[config.mk]
export PLATFORM = sky130hd
export DESIGN_NAME = half_link_arbiter
export DESIGN_NICKNAME = d
export VERILOG_FILES = /design/src/rtl/half_link_arbiter.sv
export SDC_FILE = /design/constraint.sdc
export NUM_CORES = 1
export LEC_CHECK = 0
export CAP_MARGIN = 20
export CORE_MARGIN = 5
export CORE_UTILIZATION = 51
export CTS_BUF_LIST = sky130_fd_sc_hd__clkbuf_2
export DETAILED_ROUTE_END_ITERATION = 8
export PLACE_DENSITY_LB_ADDON = 0.1
export SLEW_MARGIN = 40
export SYNTH_ARGS = -nofsm -noshare
export SYNTH_HDL_FRONTEND = slang
export SYNTH_SLANG_ARGS = --single-unit
[constraint.sdc]
create_clock -name clk -period 4.7 [get_ports clk]
set_clock_uncertainty 0.05 [all_clocks]
set_input_delay 1.175 -clock clk [delete_from_list [all_inputs] [get_ports clk]]
set_output_delay 1.175 -clock clk [all_outputs]
set_load 0.01 [all_outputs]
[src/rtl/half_link_arbiter.sv]
`default_nettype none
// ============================================================================
// Module      : half_link_arbiter
// Description : Round-robin packet arbiter that shares one 32-bit half-rate
//               link between NUM_SRC valid/ready word streams. Every burst is
//               prefixed by a header word (sync byte, source id, continuation
//               flag, per-source sequence number). Each grant is limited to
//               MAX_BURST payload words so that no source can hog the link.
// Revision    : 1.0 - initial release
// ============================================================================
module half_link_arbiter #(
  parameter int         NUM_SRC   = 4,
  parameter int         MAX_BURST = 16,
  parameter logic [7:0] SYNC_BYTE = 8'hA5
) (
  input  logic                   clk,
  input  logic                   reset_n,
  input  logic [NUM_SRC*32-1:0]  t_data,
  input  logic [NUM_SRC-1:0]     t_valid,
  input  logic [NUM_SRC-1:0]     t_last,
  output logic [NUM_SRC-1:0]     t_ready,
  output logic [31:0]            i0_data,
  output logic                   i0_valid,
  input  logic                   i0_ready,
  output logic [3:0]             grant_id,
  output logic                   busy
);

  typedef enum logic [1:0] {
    ST_IDLE  = 2'd0,
    ST_HDR   = 2'd1,
    ST_BURST = 2'd2
  } state_t;

  // Index of the final payload word allowed in one grant.
  localparam logic [7:0] C_LAST_WORD_IDX = 8'(MAX_BURST - 1);
  // Arbitration pointer reset value, so that source 0 is scanned first.
  localparam logic [3:0] C_LAST_GRANT_RST = 4'(NUM_SRC - 1);

  state_t       state_q, state_d;
  logic [3:0]   grant_q, grant_d;
  logic [3:0]   last_grant_q, last_grant_d;
  logic [7:0]   word_cnt_q, word_cnt_d;
  logic         out_valid_q, out_valid_d;
  logic [31:0]  out_data_q, out_data_d;
  logic [7:0]   seq_q [NUM_SRC];
  logic [NUM_SRC-1:0] cont_q;

  logic         out_free;
  logic         seq_inc;
  logic         cont_wr;
  logic         cont_val;

  logic [31:0]  src_data [NUM_SRC];
  logic [31:0]  sel_data;
  logic         sel_valid;
  logic         sel_last;
  logic [7:0]   sel_seq;
  logic         sel_cont;

  logic         arb_found;
  logic [3:0]   arb_idx;

  // The output register can take a new word when empty or being drained now.
  assign out_free = !out_valid_q || i0_ready;

  genvar g;
  generate
    for (g = 0; g < NUM_SRC; g++) begin : g_unpack
      assign src_data[g] = t_data[32*g +: 32];
    end
  endgenerate

  // Select the payload, handshake and per-source state of the granted source.
  always_comb begin
    sel_data  = '0;
    sel_valid = 1'b0;
    sel_last  = 1'b0;
    sel_seq   = '0;
    sel_cont  = 1'b0;
    for (int i = 0; i < NUM_SRC; i++) begin
      if (grant_q == 4'(i)) begin
        sel_data  = src_data[i];
        sel_valid = t_valid[i];
        sel_last  = t_last[i];
        sel_seq   = seq_q[i];
        sel_cont  = cont_q[i];
      end
    end
  end

  // Round-robin pick: first requester above the last grant, else lowest one.
  always_comb begin
    arb_found = 1'b0;
    arb_idx   = '0;
    for (int j = 0; j < NUM_SRC; j++) begin
      if (!arb_found && t_valid[j] && (4'(j) > last_grant_q)) begin
        arb_found = 1'b1;
        arb_idx   = 4'(j);
      end
    end
    for (int j = 0; j < NUM_SRC; j++) begin
      if (!arb_found && t_valid[j]) begin
        arb_found = 1'b1;
        arb_idx   = 4'(j);
      end
    end
  end

  // Next-state, output-register and per-source bookkeeping decisions.
  always_comb begin
    state_d      = state_q;
    grant_d      = grant_q;
    last_grant_d = last_grant_q;
    word_cnt_d   = word_cnt_q;
    out_valid_d  = out_valid_q;
    out_data_d   = out_data_q;
    seq_inc      = 1'b0;
    cont_wr      = 1'b0;
    cont_val     = 1'b0;
    t_ready      = '0;

    // A word that is consumed (or an empty slot) leaves the register empty
    // unless something below reloads it in the same cycle.
    if (out_free) begin
      out_valid_d = 1'b0;
    end

    case (state_q)
      ST_IDLE: begin
        // The last burst word may still be pending; the header simply waits.
        if (arb_found) begin
          grant_d      = arb_idx;
          last_grant_d = arb_idx;
          state_d      = ST_HDR;
        end
      end

      ST_HDR: begin
        if (out_free) begin
          out_valid_d = 1'b1;
          out_data_d  = {SYNC_BYTE, 4'h0, grant_q, sel_cont, 7'h0, sel_seq};
          seq_inc     = 1'b1;
          word_cnt_d  = '0;
          state_d     = ST_BURST;
        end
      end

      ST_BURST: begin
        for (int i = 0; i < NUM_SRC; i++) begin
          t_ready[i] = (grant_q == 4'(i)) && out_free;
        end
        // A stalled source keeps the grant; the link just sees a bubble.
        if (sel_valid && out_free) begin
          out_valid_d = 1'b1;
          out_data_d  = sel_data;
          word_cnt_d  = word_cnt_q + 8'd1;
          if (sel_last) begin
            cont_wr  = 1'b1;
            cont_val = 1'b0;
            state_d  = ST_IDLE;
          end else if (word_cnt_q == C_LAST_WORD_IDX) begin
            cont_wr  = 1'b1;
            cont_val = 1'b1;
            state_d  = ST_IDLE;
          end
        end
      end

      default: begin
        state_d = ST_IDLE;
      end
    endcase
  end

  // Control state, grant pointers and the link output register.
  always_ff @(posedge clk or negedge reset_n) begin
    if (!reset_n) begin
      state_q      <= ST_IDLE;
      grant_q      <= '0;
      last_grant_q <= C_LAST_GRANT_RST;
      word_cnt_q   <= '0;
      out_valid_q  <= 1'b0;
      out_data_q   <= '0;
    end else begin
      state_q      <= state_d;
      grant_q      <= grant_d;
      last_grant_q <= last_grant_d;
      word_cnt_q   <= word_cnt_d;
      out_valid_q  <= out_valid_d;
      out_data_q   <= out_data_d;
    end
  end

  // Per-source sequence numbers and continuation flags of the granted source.
  always_ff @(posedge clk or negedge reset_n) begin
    if (!reset_n) begin
      for (int i = 0; i < NUM_SRC; i++) begin
        seq_q[i] <= '0;
      end
      cont_q <= '0;
    end else begin
      for (int i = 0; i < NUM_SRC; i++) begin
        if (grant_q == 4'(i)) begin
          if (seq_inc) begin
            seq_q[i] <= seq_q[i] + 8'd1;
          end
          if (cont_wr) begin
            cont_q[i] <= cont_val;
          end
        end
      end
    end
  end

  assign i0_valid = out_valid_q;
  assign i0_data  = out_data_q;
  assign grant_id = grant_q;
  assign busy     = (state_q != ST_IDLE);

endmodule
`default_nettype wire

# Yosys cells after proc, flatten, opt, wreduce, memory -nomap -nowiden
# Cells that the tools add are included.
# word_totals
regBits	87
in_bits	139
out_inout_bits	42
elab_cells	134
# op_classes
addsub	5
magnitude_cmp	4
eq_ne	10
n_mux	61
reduce_logical	40
# op_table
cell	n
$mux W32	6
$pmux W32 S2	1
$mux W8	6
$add A8 B1 Y8 const B	5
$mux W1	33
$mux W4	7
$reduce_and A2 Y1	9
$logic_and A1 B1 Y1	16
$pmux W8 S2	1
$mux W2	5
$eq A4 B2 Y1 const B	2
$eq A8 B4 Y1 const B	1
$gt A1 B4 Y1 const A	2
$gt A2 B4 Y1 const A	2
$logic_not A1 Y1	8
$ne A2 B2 Y1 const B	3
$pmux W2 S3	1
$eq A4 B1 Y1 const B	1
$logic_not A4 Y1	1
$reduce_and A4 Y1	1
$reduce_bool A2 Y1	2
$ne A3 B3 Y1 const B	1
$reduce_and A3 Y1	1
$eq A2 B1 Y1 const B	1
other kinds (4)	4

# Depth between registers and ports, before layout
# Gate-level depths: netlist (run 1).
# depth
depth_word	29
mapped_depth	9
depth_no_buf	6

# Worst setup path before layout (run 1)
# Ideal clock, no wire load.
# synth_timing
path_kind	input to output
from	input port i0_ready
to	output port t_ready[0]
arrival_ps	1898
required_ps	3475
path_slack_ps	1577
stages	4
n_path_buf	1
cell_sequence	nand2b_1 buf_2 nand2_1 nor3_1
# synth_between
elab_chain_len	3
# synth_rtl
element	line	source
start, declared	24	input logic i0_ready,
$logic_or A1 B1 Y1	65	assign out_free = !out_valid_q || i0_ready;
$logic_and A1 B1 Y1	151	t_ready[i] = (grant_q == 4'(i)) && out_free;
$mux W4	129	case (state_q)
end, declared	21	output logic [NUM_SRC-1:0] t_ready,
# No other way between the ends.

# Worst setup path after layout (run 1)
# layout_timing
from	input port i0_ready
to	output port t_ready[2]
# Same word-level chain as after synthesis.

==> run metrics, run 1 <==
largest family of logic cells by synthesized area multiplexers; Synth Area in Compound Gates 13.1%; top post-synthesis cells by count dfrtp_1 (81), nand2_1 (44), mux4_2 (33), nor2_1 (22), a22o_1 (17); # fillers 721; Total GRT Usage 25.3%; Sequential Area 2080 µm²; top post-synthesis cells by area dfrtp_1 (40%), mux4_2 (15%), nand2_1 (3.2%), mux2i_1 (2.9%), a22o_1 (2.9%); Max FO, Critical Path 10; WL met1 6150 µm; Core Area 9770 µm²; DRT Pass-1 Iters 4; worst hold path class flip-flop to flip-flop; Synthesis Warnings 0; worst hold slack 0.439 ns; postcts setup bufs 0; final slew viol count 0; unrepaired setup endpoints after global routing no; Die Wd 110 µm; Critical R2R Launch grant_id[1]$_DFFE_PN0P_; HPWL after detailed placement 11900 µm; top sig layer met4; fmax 0.247 GHz; H-tree depth 3; num ports 181; Vias/cell 5.82; drt wl/cell 20.3 µm; worst hold path depth 1; sequential area share after synthesis 40.9%; Hold Crit Endpoint seq_q[15]$_DFFE_PN0P_; met3 wire length 1450 µm; Synth Area in Adders 2.21%; pin count of the biggest net entering global routing 84; post-CTS sizing 0; time the worst path needs with I/O delays and setup 4.05 ns; antenna cells 0; # hold bufs at CTS 0; synth-to-layout area growth 37.6%; crit path DAT 2.82 ns; TNS Setup 0 ns; Synth top area share 39.8%; initial antenna violation count 0; Crit path required time 3.47 ns; Die ar. 12100 µm²; clk buf depth 2; number of flops mapped to enable cells by yosys 0; max cap viols 0; Slew headroom 50.4%; Post-Synth XOR/XNOR Area 4.82%; DRC viols 0; fin nets 767; leading area contributor after synthesis dfrtp_1; Pleak 2.89 nW; met2 WL 7480 µm; GRT overflow 0; Post-Synth Simple-Gate Area 14.8%; Async SR Flop Fraction 100%; ys flop type dfrtp_1; wirelength, routed 15300 µm; maximum vdd drop 333 µV; R2R Setup Slk 1.73 ns; Critical Path End Type output port; DRT antenna net count 0; Chip Height 110 µm; final hold vios 0; Reg-to-Reg End i0_data[14]$_DFFE_PN0P_; Post-Synthesis Cell Area 5090 µm²; status finished, final reports clean; count of different cell masters after synthesis 60; Final Setup Violations 0; Starting Density 52.1%; Clk pin slew, worst setup/hold paths 0.18 ns; Slew @ Worst Pin 0.739 ns; syn_area_per_cell 11.2 µm²; vias in the first global route 4450; Worst setup SP type input pin; footprint of the multi-input gates 2780 µm²; Synth Instances 453; top-count cell post-synth dfrtp_1; r2r worst-path depth 5; Pwr Density 526 nW/µm²; DR iter-0 viols 239; Yosys reg bits 83; CTS tree yes; period utilization 86.1%; Sink Count 83; mux cell area share after synthesis 19.5%; first-pass GRT wire length 23500 µm; Clock Tree Root clkbuf_2; TritonCTS Buffers 9; input/output buffers 178; layout cell share with drive strength beyond 1 14.2%; row cnt 36; Vias 4392; final RePlAce weighted congestion 0.861; min-delay src seq_q[15]$_DFFE_PN0P_; critical path class input pin to output port; clk_lat worst skew 0.51 ns
[report_power, final]
group	switching, mW	internal, mW
Combinational	1.10	1.04
Sequential	0.249	0.941
Clock	0.234	0.116
[how the worst max path moves through the flow]
stage	depth (start not counted)	slack, ns	to	startpoint
6_report	5	0.65	t_ready[2]	i0_ready
5_1_grt	5	0.53	t_ready[2]	i0_ready
4_1_cts	5	0.64	t_ready[2]	i0_ready
3_5_place_dp	5	0.66	t_ready[2]	i0_ready
3_3_place_gp	5	0.67	t_ready[2]	i0_ready
2_1_floorplan	4	1.58	t_ready[0]	i0_ready
[cells by family (layout without fill, tap and decap cells)]
family / count (synthesis) / after routing
muxes: 57 / 57
and+or+nand+nor: 146 / 146
xor gates and xnor gates: 28 / 28
buffers and inverters: 42 / 209
AOI/OAI and AO/OA: 87 / 87
DFF: 83 / 83
other: 1 / 2
adders and majority gates: 9 / 9
[sequential cells by signal (all words and copies together), names as in the netlist]
signal        cells
grant_id          2
seq_q            32
i0_valid          1
last_grant_q      2
i0_data          32
word_cnt_q        8
state_q           2
cont_q            4
[layout by cell type, fill, tap and decap left out, types with 3 or more instances in the layout]
cell type	Yosys	final
a21oi_2	5	5
nor2b_1	15	15
o211ai_1	3	3
nor4_1	3	3
and3_1	11	11
clkbuf_2	0	10
ha_1	9	9
dfrtp_1	81	79
inv_1	10	10
nor3_1	11	11
mux2_1	4	4
xnor2_1	16	16
nand3_1	7	7
nor2_1	22	22
o21ai_0	16	16
clkdlybuf4s50_1	0	177
a31oi_2	4	4
o22ai_1	5	5
mux2i_1	15	15
a22o_1	17	17
mux4_2	33	33
and4_1	4	4
o21ai_2	4	4
xor2_1	12	12
nand2_1	44	44
nand2b_1	4	4
mux2_2	5	5
a21oi_1	13	13
buf_4	8	7
nor2_2	4	4
nand4_1	11	11
[stage by stage]
stage          power (mW)  setup WS [ns]  cells  cell area [µm²]  utilization (%)
6_report             3.68          0.655    754             7000             71.6
3_5_place_dp         3.35          0.665    741             6910             70.7
3_3_place_gp         3.28          0.672    741             6900             70.6
5_1_grt              3.95          0.534    754             7000             71.6
2_1_floorplan        2.64           1.58    454             5090                -
4_1_cts              3.70          0.643    754             7000             71.6
[critical path, stage by stage]
cell,delay [ns]
clkdlybuf4s50_1,0.47
nand2b_1,0.24
buf_4,0.21
and3_1,0.18
clkdlybuf4s50_1,0.54
[layout make-up]
type	count	share of cell area (%)
Clock buffer	10	0.715
Tap cell	133	2.38
Inverter	11	0.590
Clock inverter	3	0.608
Multi-Input combinational cell	329	39.7
Timing Repair Buffer	185	26.3
Sequential cell	83	29.8
[routing by layer]
metal  GRT usage, %  up-vias
met1           33.6     2163
met3           6.52       17
met4           7.03        0
met5              0        -
li1               -     2017
met2           41.2      195
No activity file was read; power rests on OpenSTA's default activity.
==> run 2: changes to the inputs <==
--- a/config.mk
+++ b/config.mk
@@ -11,6 +11,7 @@
 export CTS_BUF_LIST = sky130_fd_sc_hd__clkbuf_2
 export DETAILED_ROUTE_END_ITERATION = 8
 export PLACE_DENSITY_LB_ADDON = 0.1
+export SETUP_SLACK_MARGIN = 0.02
 export SLEW_MARGIN = 40
 export SYNTH_ARGS = -nofsm -noshare
 export SYNTH_HDL_FRONTEND = slang
==> results of run 2 <==
Same layout as run 1: the final DEF is identical, and so are final timing and power.
